$ cat src/rtl/tick_gen_pkg.sv
// tick_gen_pkg: shared constants for the stopwatch tick generator.
//   CNT_W_DEF  default counter/divisor width
//   CLK_HZ     board clock frequency
//   DIV_*      divisors producing 1 Hz, 2 Hz and 500 Hz from CLK_HZ
//   cnt_t      counter type at the default width
package tick_gen_pkg;
    localparam int CNT_W_DEF = 27;
    localparam int CLK_HZ    = 100_000_000;
    localparam int DIV_1HZ   = 100_000_000;
    localparam int DIV_2HZ   = 50_000_000;
    localparam int DIV_500HZ = 200_000;

    typedef logic [CNT_W_DEF-1:0] cnt_t;
endpackage

$ cat src/rtl/tick_gen_ch.sv
// tick_gen_ch: one tick channel. It holds a free-running period counter, the
// active divisor and a shadow divisor that is swapped in only at a period
// boundary, so a period is never truncated or stretched.
// Optional feature macro: TICK_GEN_SQUARE_EN adds a 50 % square-wave output.
// Ports:
//   i_clk_in   clock
//   i_rst      synchronous active-high reset
//   i_adv      channel advances this cycle (global & per-channel enable)
//   i_sync     restart the period, apply any pending divisor now
//   i_wr       validated divisor write for this channel
//   i_wr_val   new divisor (never 0 when i_wr is high)
//   o_tick     registered one-cycle pulse at the end of each period
//   o_pend     a written divisor is waiting for the next period boundary
//   o_sq       toggles on every tick (TICK_GEN_SQUARE_EN only)
module tick_gen_ch
    import tick_gen_pkg::*;
#(
    parameter int             CNT_W    = CNT_W_DEF,
    parameter logic [CNT_W-1:0] DIV_INIT = CNT_W'(1)
) (
    input  logic             i_clk_in,
    input  logic             i_rst,
    input  logic             i_adv,
    input  logic             i_sync,
    input  logic             i_wr,
    input  logic [CNT_W-1:0] i_wr_val,
`ifdef TICK_GEN_SQUARE_EN
    output logic             o_sq,
`endif
    output logic             o_tick,
    output logic             o_pend
);
    logic [CNT_W-1:0] r_cnt;
    logic [CNT_W-1:0] r_div_act;
    logic [CNT_W-1:0] r_div_nxt;
    logic             r_pend;
    logic             r_tick;
    logic             w_term;

    // r_div_act is never 0, so the subtraction cannot wrap.
    assign w_term = (r_cnt == r_div_act - CNT_W'(1));

    always_ff @(posedge i_clk_in) begin
        if (i_rst) begin
            r_cnt     <= '0;
            r_div_act <= DIV_INIT;
            r_div_nxt <= '0;
            r_pend    <= 1'b0;
            r_tick    <= 1'b0;
        end else if (i_sync) begin
            r_cnt  <= '0;
            r_tick <= 1'b0;
            r_pend <= 1'b0;
            // A write coinciding with sync is newer than anything pending.
            if (i_wr) begin
                r_div_act <= i_wr_val;
                r_div_nxt <= i_wr_val;
            end else if (r_pend) begin
                r_div_act <= r_div_nxt;
            end
        end else begin
            if (i_adv && w_term) begin
                r_cnt  <= '0;
                r_tick <= 1'b1;
                if (r_pend) begin
                    r_div_act <= r_div_nxt;
                    r_pend    <= 1'b0;
                end
            end else begin
                r_tick <= 1'b0;
                if (i_adv) r_cnt <= r_cnt + CNT_W'(1);
            end
            // Placed last so a write on the terminal cycle re-arms pend after
            // the old shadow value has been consumed above.
            if (i_wr) begin
                r_div_nxt <= i_wr_val;
                r_pend    <= 1'b1;
            end
        end
    end

`ifdef TICK_GEN_SQUARE_EN
    logic r_sq;
    always_ff @(posedge i_clk_in) begin
        if (i_rst || i_sync)    r_sq <= 1'b0;
        else if (i_adv && w_term) r_sq <= ~r_sq;
    end
    assign o_sq = r_sq;
`endif

    assign o_tick = r_tick;
    assign o_pend = r_pend;
endmodule

$ cat src/rtl/tick_gen.sv
// tick_gen: NUM_CH independent, runtime-programmable tick channels.
// Optional feature macro: TICK_GEN_SQUARE_EN adds the o_sq port.
// Ports:
//   i_clk_in   100 MHz system clock
//   i_rst      synchronous active-high reset
//   i_clk_en   global count enable
//   i_ch_en    per-channel count enable
//   i_sync     restart all channels in phase
//   i_div_wr   divisor write strobe
//   i_div_sel  channel addressed by the write
//   i_div_val  new divisor; 0 or an out-of-range channel is ignored
//   o_tick     one-cycle pulse per period, per channel
//   o_pend     divisor written but not yet applied, per channel
//   o_sq       50 % square wave per channel (TICK_GEN_SQUARE_EN only)
module tick_gen
    import tick_gen_pkg::*;
#(
    parameter int NUM_CH = 3,
    parameter int CNT_W  = CNT_W_DEF,
    parameter logic [NUM_CH*CNT_W-1:0] DIV_RST =
        {CNT_W'(DIV_1HZ), CNT_W'(DIV_2HZ), CNT_W'(DIV_500HZ)},
    localparam int SEL_W = (NUM_CH > 1) ? $clog2(NUM_CH) : 1
) (
    input  logic              i_clk_in,
    input  logic              i_rst,
    input  logic              i_clk_en,
    input  logic [NUM_CH-1:0] i_ch_en,
    input  logic              i_sync,
    input  logic              i_div_wr,
    input  logic [SEL_W-1:0]  i_div_sel,
    input  logic [CNT_W-1:0]  i_div_val,
`ifdef TICK_GEN_SQUARE_EN
    output logic [NUM_CH-1:0] o_sq,
`endif
    output logic [NUM_CH-1:0] o_tick,
    output logic [NUM_CH-1:0] o_pend
);
    logic [NUM_CH-1:0] w_adv;
    logic [NUM_CH-1:0] w_wr;

    for (genvar g = 0; g < NUM_CH; g++) begin : g_ch
        assign w_adv[g] = i_clk_en & i_ch_en[g];
        // Out-of-range selects never match any g, so they drop out here.
        assign w_wr[g]  = i_div_wr && (i_div_val != '0) && (i_div_sel == SEL_W'(g));

        tick_gen_ch #(
            .CNT_W    (CNT_W),
            .DIV_INIT (DIV_RST[g*CNT_W +: CNT_W])
        ) u_ch (
            .i_clk_in (i_clk_in),
            .i_rst    (i_rst),
            .i_adv    (w_adv[g]),
            .i_sync   (i_sync),
            .i_wr     (w_wr[g]),
            .i_wr_val (i_div_val),
`ifdef TICK_GEN_SQUARE_EN
            .o_sq     (o_sq[g]),
`endif
            .o_tick   (o_tick[g]),
            .o_pend   (o_pend[g])
        );
    end
endmodule

$ cat config.mk
export PLATFORM = sky130hd
export DESIGN_NAME = tick_gen
export DESIGN_NICKNAME = d
export VERILOG_FILES = /design/src/rtl/tick_gen_pkg.sv /design/src/rtl/tick_gen_ch.sv /design/src/rtl/tick_gen.sv
export SDC_FILE = /design/constraint.sdc
export NUM_CORES = 1
export LEC_CHECK = 0
export CAP_MARGIN = 15
export CORE_MARGIN = 1
export CORE_UTILIZATION = 63
export DETAILED_ROUTE_END_ITERATION = 6
export PLACE_DENSITY = 0.82
export SLEW_MARGIN = 15
export SYNTH_ARGS = -nofsm -noshare
export SYNTH_HDL_FRONTEND = slang
export SYNTH_HIERARCHICAL = 1
export SYNTH_SLANG_ARGS = --single-unit
export TNS_END_PERCENT = 50
$ cat constraint.sdc
create_clock -name i_clk_in -period 5.15 [get_ports i_clk_in]
set_clock_uncertainty 0.2 [all_clocks]
set_input_delay 1.2875 -clock i_clk_in [delete_from_list [all_inputs] [get_ports i_clk_in]]
set_output_delay 1.2875 -clock i_clk_in [all_outputs]
set_load 0.05 [all_outputs]
==> impl_metrics.json <==
{
  "status": "finished, final reports clean",
  "dr.pass1.iters": 6,
  "cts_inserted_buffers": 28,
  "hold_violations": 0,
  "wire_per_inst_um": 19.8,
  "worstPathArrival_ns": 4.46,
  "synth_largest_area_cell": "dfxtp_1",
  "worst_hold_startpoint": "g_ch[2].u_ch/r_div_nxt[23]",
  "hold_class": "reg2reg",
  "path_common_cell": "or3_1",
  "synth_top_cells_by_count": "dfxtp_1 (249), nor2_1 (218), mux2i_1 (168), clkbuf_1 (124), xnor2_1 (90)",
  "cts_resized": 0,
  "synth_top_cell_area_share": 0.308,
  "grt_start_max_net_pins": 95,
  "synthTopCellsByArea": "dfxtp_1 (31%), mux2i_1 (10%), nor2_1 (5.1%), xnor2_1 (4.9%), xor2_1 (4.5%)",
  "nets": 2004,
  "critPathLaunchType": "flop",
  "period_share": 0.817,
  "p_leak_uw": 0.00625,
  "synth_area_um2": 16200,
  "clock.fmax_ghz": 0.238,
  "wirelength_mm": 45.9,
  "core.rowCount": 58,
  "r2r_end": "g_ch[2].u_ch/r_div_act[4]",
  "critPathCaptureType": "flop",
  "grt_pass1_wl_mm": 73.9,
  "die_y_um": 162,
  "grt_overflow": 0,
  "critPathKind": "reg2reg",
  "final_layout_size_suffix_gt1_frac": 0.101,
  "nFillCells": 1920,
  "dieWidth_um": 162,
  "cpPeakStageDelay_ns": 0.59,
  "ctsHoldBuffers": 0,
  "syn_avg_cell_area_um2": 8.15,
  "powerDensity_nw_per_um2": 276,
  "yosys_warnings": 6,
  "slowest_stage": "nor3b_2",
  "cts_setup_buffers": 0,
  "synth-async-reset-ratio": 0,
  "viasPerCell": 6.60,
  "gp_congestion": 0.955,
  "cts_buffer_depth": 3,
  "utilization": 0.711,
  "worstHoldEndpoint": "g_ch[2].u_ch/r_div_nxt[23]",
  "tns_ns": 0,
  "r2r-start": "g_ch[2].u_ch/r_div_act[0]",
  "drc_errors": 0,
  "ys_seq_area_frac": 0.308,
  "yosysUniqueCellTypes": 78,
  "fp.coreArea_um2": 25200,
  "synthToLayoutAreaGrowth_pct": 10.6,
  "holdPathStages": 2,
  "grt_pass1_vias": 14500,
  "cts.sinks": 249,
  "design.die.area_um2": 26300,
  "antenna_found_initial": 1,
  "clk_latency_ns": 0.56,
  "num_vias": 15300,
  "slew_headroom": 0.271,
  "period_needed_ns": 4.21,
  "drv_slew": 0,
  "reg2reg_depth": 10,
  "drv_cap": 0,
  "synth_edf_count": 0,
  "setup_slack_ns": 0.943,
  "worst_pin_slew_ns": 1.09,
  "cts_tree": "yes",
  "clockRootBuffer": "clkbuf_16",
  "grt.total_usage": 0.343,
  "hpwl_mm": 31.0,
  "pre_cts_ws_ns": 0.638,
  "worstPathMaxFanout": 25,
  "syn-num-nets": 2028,
  "cp.required_ns": 5.41,
  "ant_nets": 0,
  "finalSetupViolCount": 0,
  "ys.flop_type": "dfxtp_1",
  "portBuffers": 42,
  "ir_drop_v": 0.000285,
  "finalPower_uw": 4940,
  "drt_iter0_markers": 1679,
  "htree_levels": 1,
  "start_util": 0.642,
  "io_pins": 43,
  "netlist_instances": 1985,
  "diodes": 0,
  "yosysMostFrequentCell": "dfxtp_1",
  "crit_chain": "inv_1 -> ha_1 -> nor3b_2 -> nand3_2 -> or3_1 -> a221o_1 -> or4_1 -> or3_1 -> buf_4 -> o311ai_1",
  "clk_pin_slew_ns": 0.06,
  "rrSetupSlack_ns": 0.94,
  "rsz0062_at_grt": "no",
  "critPathLaunch": "g_ch[2].u_ch/r_div_act[0]",
  "synth.ff_latch_count": 249
}
[worst max path at each step]
stage                                 endpoint  slack, ns  depth (start not counted)
finish               g_ch[2].u_ch/r_div_act[4]       0.94                         10
floorplan                g_ch[2].u_ch/r_cnt[0]       1.55                         12
CTS                  g_ch[2].u_ch/r_div_act[6]       1.01                         10
global placement        g_ch[2].u_ch/r_cnt[26]       0.71                          9
global route        g_ch[2].u_ch/r_div_act[25]       0.70                         10
detailed placement      g_ch[2].u_ch/r_cnt[26]       0.64                          9
[routing by layer]
layer,share of wire,global-route usage,vias to the layer above
met5,0,0,-
li1,-,-,7222
met3,0.098,0.0455,128
met4,0.044,0.154,0
met1,0.41,0.458,7202
met2,0.44,0.552,715
[worst max-delay path, delay by kind of cell (launching register included)]
kind                     cells  cell delay (ns)
adder cells (fa/ha/maj)      1             0.27
AO/OA/AOI/OAI                2             0.62
AND/OR/NAND/NOR              5             2.22
buffers and inverters        2             0.40
flip-flops                   1             0.39
[metrics by stage]
| stage | instances | hold slack [ns] | cell area (µm²) |
|---|---|---|---|
| global placement | 2261 | 0.273 | 16900 |
| detailed placement | 2261 | 0.283 | 16900 |
| floorplan | 1985 | 0.260 | 16200 |
| global route | 2313 | 0.313 | 17900 |
| finish | 2313 | 0.296 | 17900 |
| CTS | 2313 | 0.298 | 17900 |
[placed cells by master, fill, tap and decap left out, types with 15 or more instances in the layout]
| cell type | Yosys | final |
|---|---|---|
| a211oi_1 | 16 | 15 |
| a21oi_1 | 80 | 78 |
| a22oi_1 | 55 | 55 |
| and2_1 | 42 | 42 |
| and3_1 | 50 | 50 |
| buf_4 | 1 | 63 |
| clkbuf_16 | 0 | 29 |
| clkdlybuf4s50_1 | 0 | 40 |
| dfxtp_1 | 249 | 249 |
| inv_1 | 25 | 25 |
| mux2i_1 | 168 | 168 |
| nand2_1 | 77 | 77 |
| nand2b_1 | 18 | 18 |
| nand3_1 | 78 | 78 |
| nand4_1 | 67 | 67 |
| nor2_1 | 218 | 217 |
| nor2_2 | 40 | 41 |
| nor3_1 | 89 | 89 |
| nor3b_1 | 16 | 16 |
| nor4_1 | 37 | 37 |
| o211ai_1 | 23 | 23 |
| o21ai_0 | 85 | 84 |
| o311ai_0 | 16 | 16 |
| o311ai_1 | 19 | 19 |
| o31ai_1 | 17 | 17 |
| xnor2_1 | 90 | 90 |
| xor2_1 | 83 | 83 |
[report_power, final]
group	switching, µW	internal, µW	leakage (µW)
clock	855	1380	0.000509
sequential	94.3	1990	0.00202
combinational	363	261	0.00372
[logic make-up (layout without fill, tap and decap cells)]
family          after synthesis  count (layout)  share of synthesized area
buf+inv                     185             183                     0.0472
flops                       249             249                      0.308
mux                         169             169                      0.105
simple gates                825             825                      0.280
compound gates              376             376                      0.158
fa+ha+maj                     6               6                    0.00464
xor+xnor                    175             175                     0.0965
[state kept, by name, indices dropped and copies added, names as in the netlist]
| name | count |
|---|---|
| g_ch.u_ch/o_pend | 3 |
| g_ch.u_ch/o_tick | 3 |
| g_ch.u_ch/r_cnt | 81 |
| g_ch.u_ch/r_div_act | 81 |
| g_ch.u_ch/r_div_nxt | 81 |
[area by class of cell]
class	instances	area, µm²	area share
timing repair buffer	105	898	0.0502
clock inverter	17	244	0.0136
multi-input combinational	1551	10500	0.585
clock buffer	35	788	0.0441
tap	330	413	0.0231
inverter	26	97.6	0.00545
sequential	249	4980	0.279
Note: power is estimated with default switching activity, not from simulation.
